### src/rtl/init_chain_seq.sv
// Runtime init sequencer for the reg1..regN bank: on start, writes index k+1 to
// address k for every register over a valid/ready port, reporting done or timeout error.
module init_chain_seq #(
    parameter  int NUM_REGS = 5,
    parameter  int WIDTH    = 8,
    parameter  int TIMEOUT  = 16,
    localparam int AW       = (NUM_REGS > 1) ? $clog2(NUM_REGS) : 1,
    localparam int CW       = (NUM_REGS > 0) ? $clog2(NUM_REGS + 1) : 1
) (
    input  logic             clock,
    input  logic             rst_n,
    input  logic             start,
    output logic             wr_valid,
    input  logic             wr_ready,
    output logic [AW-1:0]    wr_addr,
    output logic [WIDTH-1:0] wr_data,
    output logic             busy,
    output logic             done,
    output logic             err,
    output logic [CW-1:0]    count
);

    localparam int SW = $clog2(TIMEOUT + 1);

    typedef enum logic [1:0] {
        IDLE  = 2'd0,
        WRITE = 2'd1,
        DONE  = 2'd2,
        ERROR = 2'd3
    } state_t;

    state_t          r_state;
    logic [SW-1:0]   r_stall;

    logic [AW-1:0]   w_next_addr;
    logic [SW-1:0]   w_stall_next;
    logic            w_last;
    logic            w_stall_hit;

    // Init value of register idx is idx+1, wrapping modulo 2^WIDTH.
    function automatic logic [WIDTH-1:0] init_val(input logic [AW-1:0] idx);
        logic [AW+WIDTH:0] v;
        v = {{(WIDTH + 1){1'b0}}, idx} + (AW + WIDTH + 1)'(1);
        return v[WIDTH-1:0];
    endfunction

    function automatic logic [SW-1:0] sat_inc(input logic [SW-1:0] s);
        return (s == SW'(TIMEOUT)) ? s : s + SW'(1);
    endfunction

    assign w_next_addr  = wr_addr + AW'(1);
    assign w_last       = (wr_addr == AW'(NUM_REGS - 1));
    assign w_stall_next = sat_inc(r_stall);
    assign w_stall_hit  = (w_stall_next == SW'(TIMEOUT));

    assign busy = (r_state == WRITE);
    assign done = (r_state == DONE);
    assign err  = (r_state == ERROR);

    always_ff @(posedge clock or negedge rst_n) begin
        if (!rst_n) begin
            r_state  <= IDLE;
            r_stall  <= '0;
            wr_valid <= 1'b0;
            wr_addr  <= '0;
            wr_data  <= '0;
            count    <= '0;
        end else begin
            case (r_state)
                IDLE, DONE, ERROR: begin
                    if (start) begin
                        r_state  <= WRITE;
                        r_stall  <= '0;
                        wr_valid <= 1'b1;
                        wr_addr  <= '0;
                        wr_data  <= init_val('0);
                        count    <= '0;
                    end
                end
                WRITE: begin
                    // wr_valid is always high here, so wr_ready alone marks a handshake.
                    if (wr_ready) begin
                        r_stall <= '0;
                        count   <= count + CW'(1);
                        if (w_last) begin
                            r_state  <= DONE;
                            wr_valid <= 1'b0;
                        end else begin
                            wr_addr <= w_next_addr;
                            wr_data <= init_val(w_next_addr);
                        end
                    end else begin
                        r_stall <= w_stall_next;
                        if (w_stall_hit) begin
                            r_state  <= ERROR;
                            wr_valid <= 1'b0;
                        end
                    end
                end
                default: begin
                    r_state  <= IDLE;
                    wr_valid <= 1'b0;
                end
            endcase
        end
    end

    // A pending write keeps its address and data until accepted or abandoned.
    a_hold_stable: assert property (@(posedge clock) disable iff (!rst_n)
        (wr_valid && !wr_ready) |=> (!wr_valid || ($stable(wr_addr) && $stable(wr_data))));

    a_valid_busy: assert property (@(posedge clock) disable iff (!rst_n)
        wr_valid == busy);

endmodule

### config.mk
export PLATFORM = sky130hd
export DESIGN_NAME = init_chain_seq
export DESIGN_NICKNAME = d
export VERILOG_FILES = /design/src/rtl/init_chain_seq.sv
export SDC_FILE = /design/constraint.sdc
export NUM_CORES = 1
export LEC_CHECK = 0
export ABC_AREA = 1
export BUFFER_PORTS_ARGS = -buffer_cell sky130_fd_sc_hd__buf_2
export CORE_MARGIN = 3
export CORE_UTILIZATION = 44
export CTS_CLUSTER_DIAMETER = 50
export CTS_CLUSTER_SIZE = 24
export DETAILED_ROUTE_END_ITERATION = 12
export GPL_ROUTABILITY_DRIVEN = 0
export GPL_TIMING_DRIVEN = 0
export PLACE_DENSITY = 0.7
export SYNTH_ARGS = -nofsm -noshare
export SYNTH_HDL_FRONTEND = slang
export SYNTH_SLANG_ARGS = --single-unit
### constraint.sdc
create_clock -name clock -period 1.7 [get_ports clock]
set_clock_uncertainty 0.1 [all_clocks]
set_input_delay 0.17 -clock clock [delete_from_list [all_inputs] [get_ports clock]]
set_output_delay 0.17 -clock clock [all_outputs]
set_load 0.005 [all_outputs]
# Yosys cells after proc, flatten, opt, wreduce, memory -nomap -nowiden
# Cells that the tools add are included.
# classes
addsub	4
n_eq_ne	11
n_mux	24
n_reduce_logical	5
# ops
cell	n
$mux W8	3
$pmux W8 S2	1
$mux W5	3
$mux W3	4
$pmux W3 S2	2
$eq A5 B5 Y1 const B	2
$pmux W5 S2	1
$mux W2	4
$add A3 B1 Y3 const B	2
$ne A2 B2 Y1 const B	3
$ne A3 B2 Y1 const B	2
$reduce_and A3 Y1	2
$add A5 B1 Y5 const B	1
$add A3 B1 Y4 const B	1
$eq A2 B2 Y1 const B	2
$mux W1	4
$pmux W2 S2	1
$eq A3 B3 Y1 const B	1
$reduce_or A3 Y1	1
$eq A2 B1 Y1 const B	1
$logic_not A2 Y1	1
$pmux W1 S2	1
$reduce_and A2 Y1	1
# totals
reg_bits	22
in_bits	4
output_inout_bits	18

# Depth between registers and ports, before layout
# Gate-level depths: netlist (run 1).
# depth
word_depth	6
mapped_depth	12
mapped_depth_nobuf	12

# Worst setup path before layout (run 1)
# OpenSTA, ideal clock, no wires.
# synth_timing
path_kind	flip-flop to flip-flop
start	register r_stall[0]
end	register r_state[1]
arrival_ns	1.236
slack_ns	0.247
path_stages_with_launch	12
path_cell_list	dfrtp_1 -> inv_1 -> ha_1 -> nand2_1 -> inv_1 -> nand2_1 -> a21oi_1 -> nand3_1 -> nand2_1 -> nand2_2 -> nand2_1 -> nand2_1
# synth_via
elab_chain_len	5
word_cells_on_any_way	6
# synth_lines
element	line_no	source
start: declaration	33	logic [SW-1:0] r_stall;
start signal: assignment	93	r_stall <= w_stall_next;
$add A5 B1 Y5 or $eq A5 B5 Y1 (tied branches)	48	return (s == SW'(TIMEOUT)) ? s : s + SW'(1);
$mux W5 *	48	
$eq A5 B5 Y1 *	54	assign w_stall_hit = (w_stall_next == SW'(TIMEOUT));
$ne A3 B2 Y1 (no line) *	--	
$reduce_and A3 Y1 (no line) *	--	
end signal: assignment	62	r_state <= IDLE;
end signal: assignment	72	r_state <= WRITE;
end signal: assignment	86	r_state <= DONE;
end: declaration	32	state_t r_state;
# Mark *: on every way between the ends. The rest lies on a longest branch, timed or not.
# A chain may end at the register's enable or synchronous reset.

# Final worst setup path (run 1)
# layout_timing
start	register r_stall[0]
end	register wr_valid
# layout_via
elab_chain_len	5
word_cells_on_any_way	6
# layout_lines
element	line_no	source
$add A5 B1 Y5 or $eq A5 B5 Y1 (tied branches)	48	
$mux W5 *	48	
$eq A5 B5 Y1 *	54	
$ne A3 B2 Y1 (no line) *	--	
$reduce_and A3 Y1 (no line) *	--	
end signal: assignment	64	wr_valid <= 1'b0;
end signal: assignment	74	wr_valid <= 1'b1;
end signal: assignment	87	wr_valid <= 1'b0;
end: declaration	13	output logic wr_valid,
# Marks and branches as above.

==> results of run 1 <==
layer usage:
layer / part of all wire, % / track usage [%] / vias to the layer above
li1: - / - / 440
met1: 44 / 16.2 / 381
met2: 49 / 22.8 / 21
met3: 5.3 / 5.37 / 4
met4: 1.3 / 5.56 / 0
met5: 0 / 0 / -
power breakdown:
group	internal, uW	switching (uW)
logic	370	561
registers	565	136
clock network	82.6	124
area by class of cell:
class                   count  area, sq um
plain buffers               4         30.0
well taps                  28         35.0
fillers                   222         1010
clock buffers               3         22.5
repair buffers             18         95.1
flip-flops and latches     18          450
multi-input cells          87          527
inverters                  21         82.6
stage by stage:
| stage | setup WS (ns) | utilization [%] |
|---|---|---|
| floorplan | 0.247 | - |
| global placement | 0.137 | 53.3 |
| detailed placement | 0.0929 | 53.3 |
| CTS | 0.0721 | 54.7 |
| global route | -0.00612 | 55.1 |
| finish | 0.150 | 55.1 |
cells by family after synthesis:
kind of cell             share of synthesized area [%]
AND/OR/NAND/NOR                                   28.3
buffers and inverters                             10.5
flip-flops                                        42.1
AO/OA/AOI/OAI                                     9.24
adder cells (fa/ha/maj)                           7.02
XOR/XNOR                                          2.46
other                                            0.351
what timing repair did:
item                                   CTS  global route
gates resized for setup                  0             4
endpoints found under the hold margin   18             0
setup endpoints to repair                0             3
hold buffers                             1             0
cell usage in the layout (no fill, tap or decap), types with 2 or more instances in the layout:
cell type / netlist / final
conb_1: 1 / 4
inv_1: 15 / 14
buf_4: 4 / 4
nor2_4: 2 / 2
nand3_1: 10 / 10
o21ai_0: 5 / 5
inv_2: 4 / 5
ha_1: 6 / 5
dfrtp_1: 18 / 18
xnor2_1: 2 / 2
nand2_4: 2 / 2
nand2_2: 2 / 3
nand4_1: 2 / 2
clkbuf_4: 0 / 3
nor2_1: 4 / 4
o21ai_2: 3 / 3
o22ai_1: 3 / 3
buf_2: 0 / 17
nand2_1: 35 / 34
final timing paths:
check | start | to | slack [ns]
max reg2reg | r_stall[0] | wr_valid | 0.15
max | r_stall[0] | wr_valid | 0.15
min | wr_ready | count[1] | 0.09
min reg2reg | wr_data[0] | wr_data[0] | 0.38
max in group asynchronous | rst_n | wr_data[2] | 1.00
min in group asynchronous | rst_n | r_stall[2] | 0.22
worst max-delay path: stages, from the launching register on:
cell and delay, ns:
dfrtp_1 0.44, inv_2 0.09, ha_1 0.14, nand2_1 0.05
inv_1 0.07, nand2_1 0.09, a21oi_2 0.13, nand3_1 0.09
nand2_2 0.10, nand2_2 0.06, nand2_1 0.06, nand2_1 0.05
state kept, by name (all words and copies together) (netlist names):
name	count
wr_addr	3
wr_valid	1
r_state	2
wr_data	4
r_stall	5
count	3
==> run summary, run 1 <==
status - finished clean
vias in the first global route - 808
H-Tree Level Count - 1
vias per cell - 4.73
Cell Area, Placed - 0.00120 sq mm
dominant synthesized flop cell - dfrtp_1
EDFF count, synth - 0
power after layout - 1840 uW
placed insts - 175
initial antenna violation count - 0
Critical Path AT - 1.65 ns
Die Ht - 55.3 microns
vias - 846
IO Port Bufs - 17
CTS Root Cell - clkbuf_4
DRT Pass-1 Iters - 4
min cycle time layout - 1.55 ns
crit-path max FO - 5
post-route cell area - 0.00124 sq mm
final setup violation count - 0
clk sinks - 18
dpl hpwl - 1500 microns
static leakage - 0.000676 uW
Setup TNS - 0 ns
Tcrit/Tclk final - 91.2%
Req. time, crit path - 1.80 ns
Post-Syn Area - 0.00107 sq mm
worst reg2reg path depth - 11
leading area contributor after synthesis - dfrtp_1
Hold Crit Depth - 3
fin cells - 179
Worst Hold Class - primary input to register
Die Area - 0.00306 sq mm
Iteration-0 DRC Markers - 9
Initial Utilization - 47.4%
GRT Residual Overflow - 0
CTS buffer count - 3
top cells by area, synth - dfrtp_1, nand2_1, ha_1, inv_1, nand3_1
synth unique cells - 26
CTS Buffer Depth - 2
PD cells - 1480 mW/mm^2
register area share after synthesis - 42.1%
latest clock arrival within the worst-skew pair - 0.29 ns
CTS tree - yes
area grow syn2layout - 16.1%
Max Fclk - 0.645 GHz
residual DRC count - 0
Post-CTS Setup Bufs - 0
peak supply drop - 878 uV
# nets final - 163
share of layout cells above drive strength 1 - 31.1%
Worst setup EP type - register
Yosys reg bits - 18
Synth Instances - 127
commonest cells in the netlist - nand2_1, dfrtp_1, inv_1, nand3_1, ha_1
asr flop ratio synth - 100%
Setup Crit Path Kind - register to register
Final ANT Viol Nets - 0
post-synth top area share - 42.1%
first-pass GRT wire length - 3390 microns
Die X - 55.3 microns
Final Hold Fails - 0
mean post-synth cell area - 8.42 sq um
Hold Slack - 0.0904 ns
final WL - 1880 microns
Slew Viols, Final - 0
GRT Overall Usage - 13.9%
Worst-path clk slew - 0.09 ns
ant diodes - 0
max-cap violation count - 0
number of I/O pins - 22
pin count of the biggest net entering global routing - 19
row cnt - 17
core outline area - 0.00225 sq mm
Startpoint Class - register
routed len/inst - 10.5 microns
synth warn - 0
top-count cell post-synth - nand2_1
Power figures use the tool's default switching activity.
==> inputs of run 2 (changes only) <==
--- a/config.mk
+++ b/config.mk
@@ -15,6 +15,7 @@
 export GPL_ROUTABILITY_DRIVEN = 0
 export GPL_TIMING_DRIVEN = 0
 export PLACE_DENSITY = 0.7
+export SKIP_LAST_GASP = 1
 export SYNTH_ARGS = -nofsm -noshare
 export SYNTH_HDL_FRONTEND = slang
 export SYNTH_SLANG_ARGS = --single-unit
==> constraint.sdc (replaced) <==
create_clock -name clock -period 1.6 [get_ports clock]
set_clock_uncertainty 0.1 [all_clocks]
set_input_delay 0.16 -clock clock [delete_from_list [all_inputs] [get_ports clock]]
set_output_delay 0.16 -clock clock [all_outputs]
set_load 0.005 [all_outputs]
==> run 2 against run 1 <==
  * Via count rose by 2.7%
  * Power grew 13%
  * Global-route usage grew 0.25 points
  * Routed wire length grew 5.5%
  * Sequential power rose by 8.0%
  * Flip-flop and latch count unchanged
  * Combinational power rose by 19%
  * Register-to-register slack lost 0.09 ns
  * Hold slack got worse by 0.010 ns
  * First-iteration DRC count increased by 33%
  * Count of clock-buffer cells in the layout unchanged
  * Setup slack got worse by 0.089 ns
  * Highest routed layer unchanged
==> run summary, run 2 (synthesized netlist as in run 1, its figures left out) <==
pin count of the biggest net entering global routing - 19 (unchanged)
Net Sw Power - 920 uW (+12%)
final setup violation count - 0 (unchanged)
latest clock arrival within the worst-skew pair - 0.29 ns (about the same)
Req. time, crit path - 1.70 ns (-0.10 ns)
GRT Overall Usage - 14.2% (+0.25 points)
peak supply drop - 1110 uV (+26%)
IO Port Bufs - 17 (unchanged)
CTS tree - yes
Max Fclk - 0.650 GHz (+0.70%)
share of layout cells above drive strength 1 - 37.7% (+6.5 points)
crit-path max FO - 4 (-1)
layer with the highest usage - met2
Die X - 55.3 microns (unchanged)
ant diodes - 0 (unchanged)
commonest non-fill, non-tap cell in the layout - nand2_1
# nets final - 166 (+1.8%)
max FFs per register - 5 (unchanged)
Logic pwr share - 53.2% (+2.5 points)
most frequent cells in the layout - nand2_1, buf_2, dfrtp_1
Largest stage delay, worst path - 0.45 ns (about the same)
area grow syn2layout - 21.6%
Hold Slack - 0.0802 ns (-0.0102 ns)
Cell Area, Placed - 0.00120 sq mm (unchanged)
Setup crit end - wr_valid
row cnt - 17 (unchanged)
worst reg2reg path depth - 11 (unchanged)
number of I/O pins - 22 (unchanged)
routed len/inst - 10.9 microns (+3.8%)
static leakage - 0.000688 uW (+1.8%)
final WL - 1980 microns (+5.5%)
cell internal pwr - 1170 uW (+15%)
Final Hold Fails - 0 (unchanged)
Startpoint Class - register
Top reg by flops - r_stall
Clock Power Share - 10.6% (-0.6 points)
GRT Residual Overflow - 0 (unchanged)
status - finished clean
Regs by FF count - r_stall: 5 flops, wr_data: 4 flops
first-pass GRT wire length - 3450 microns (+1.9%)
Seq pwr share - 36.2% (-1.9 points)
Die Ht - 55.3 microns (unchanged)
CTS Buffer Depth - 2 (unchanged)
min cycle time layout - 1.54 ns (-0.0108 ns)
Tcrit/Tclk final - 96.2% (+5.0 points)
RSZ-0062 raised after global routing - true
Final ANT Viol Nets - 0 (unchanged)
initial antenna violation count - 0 (unchanged)
Initial Utilization - 47.4% (unchanged)
PD cells - 1600 mW/mm^2 (+8.3%)
most numerous cell on the critical path - nand2_2
clk sinks - 18 (unchanged)
Placement Setup Slack - -0.00707 ns (-0.100 ns)
max-cap violation count - 0 (unchanged)
CTS buffer count - 3 (unchanged)
Worst Hold Class - primary input to register
CTS Root Cell - clkbuf_4
Setup Crit Path Kind - register to register
H-Tree Level Count - 1 (unchanged)
CP Cell Sequence - inv_2 -> ha_4 -> nand2_2 -> inv_2 -> nand2_4 -> a21oi_2 -> nand3_1 -> nand2_2 -> nand2_2 -> nand2_1 -> nand2_1
post-route cell area - 0.00130 sq mm (+4.7%)
met2 usage in global routing - 23.0% (+0.17 points)
vias - 869 (+2.7%)
Net Sw Frac - 44.1% (-0.54 points)
RR Endpoint - wr_valid
Setup crit start - r_stall[0]
Worst-path clk slew - 0.10 ns (about the same)
reg2reg start - r_stall[0]
dpl hpwl - 1500 microns (unchanged)
Worst R2R Setup Slack - 0.06 ns (-0.09 ns)
M3 GR Usage - 5.37% (unchanged)
CP max stage cell - dfrtp_2
final worst slack - 0.0608 ns (-0.0892 ns)
vias in the first global route - 833 (+3.1%)
residual DRC count - 0 (unchanged)
vias per cell - 4.77 (+1.0%)
DRT Pass-1 Iters - 4 (unchanged)
Die Area - 0.00306 sq mm (unchanged)
Iteration-0 DRC Markers - 12 (+3)
grt met1 use - 16.4% (+0.15 points)
Worst setup EP type - register
Critical Path AT - 1.64 ns (about the same)
core outline area - 0.00225 sq mm (unchanged)
Slew Viols, Final - 0 (unchanged)
==> run 2: changes by cell type in the layout (fill, tap and decap cells not counted), sizes merged <==
cell / delta
buf: +3
==> run 2: power by group through the flow <==
stage / clock network (uW) / logic [uW] / registers [uW]
2_1_floorplan: 0 / 709 / 743
3_3_place_gp: 0 / 957 / 744
3_5_place_dp: 0 / 985 / 752
4_1_cts: 236 / 1020 / 738
5_1_grt: 253 / 1270 / 781
6_report: 221 / 1110 / 756
==> run 2: final cells by class <==
class                           instances  area (sq um)
Fill cell                             217           953
Multi-Input combinational cell         87           559
Sequential cell                        18           454
Timing Repair Buffer                   21           118
Inverter                               21          82.6
Tap cell                               28          35.0
Buffer                                  4          30.0
Clock buffer                            3          22.5
==> run 2: what timing repair did <==
action,4_1_cts,5_1_grt
resized for setup,0,15
pin swaps,0,2
hold buffers,1,0
endpoints found under the hold margin,18,0
gates cloned,0,0
endpoints found under the setup margin,3,9
buffers inserted,1,2
==> run 2: stage by stage <==
step | total power [uW] | std cells | util [%] | TNS (ns)
after floorplan | 1450 | 130 | - | 0
after global placement | 1700 | 175 | 53.3 | 0
after detailed placement | 1740 | 175 | 53.3 | -0.0149
after CTS | 1990 | 180 | 55.0 | 0
after global routing | 2300 | 182 | 57.7 | -0.0739
final | 2090 | 182 | 57.7 | 0
==> run 2: worst min-delay path by stage <==
| stage | slack, ns | cells past startpoint | to | startpoint |
|---|---|---|---|---|
| finish | 0.08 | 3 | count[1] | wr_ready |
| global route | 0.09 | 3 | count[1] | wr_ready |
| CTS | 0.08 | 3 | count[1] | wr_ready |
| detailed placement | 0.02 | 1 | r_stall[3] | rst_n |
| global placement | 0.01 | 1 | r_stall[2] | rst_n |
| floorplan | -0.24 | 0 | count[0] | rst_n |
==> run 2: critical path: cells and delay by family (launching register included) <==
kind	cells	cell delay [ns]
AND/OR/NAND/NOR	7	0.49
adder cells (fa/ha/maj)	1	0.13
AO/OA/AOI/OAI	1	0.12
flip-flops	1	0.45
buffers and inverters	2	0.18
==> run 2: layer usage <==
metal	up-vias	wire length (microns)
met4	0	33
met3	4	107
met5	-	0
li1	449	-
met1	392	844
met2	24	996
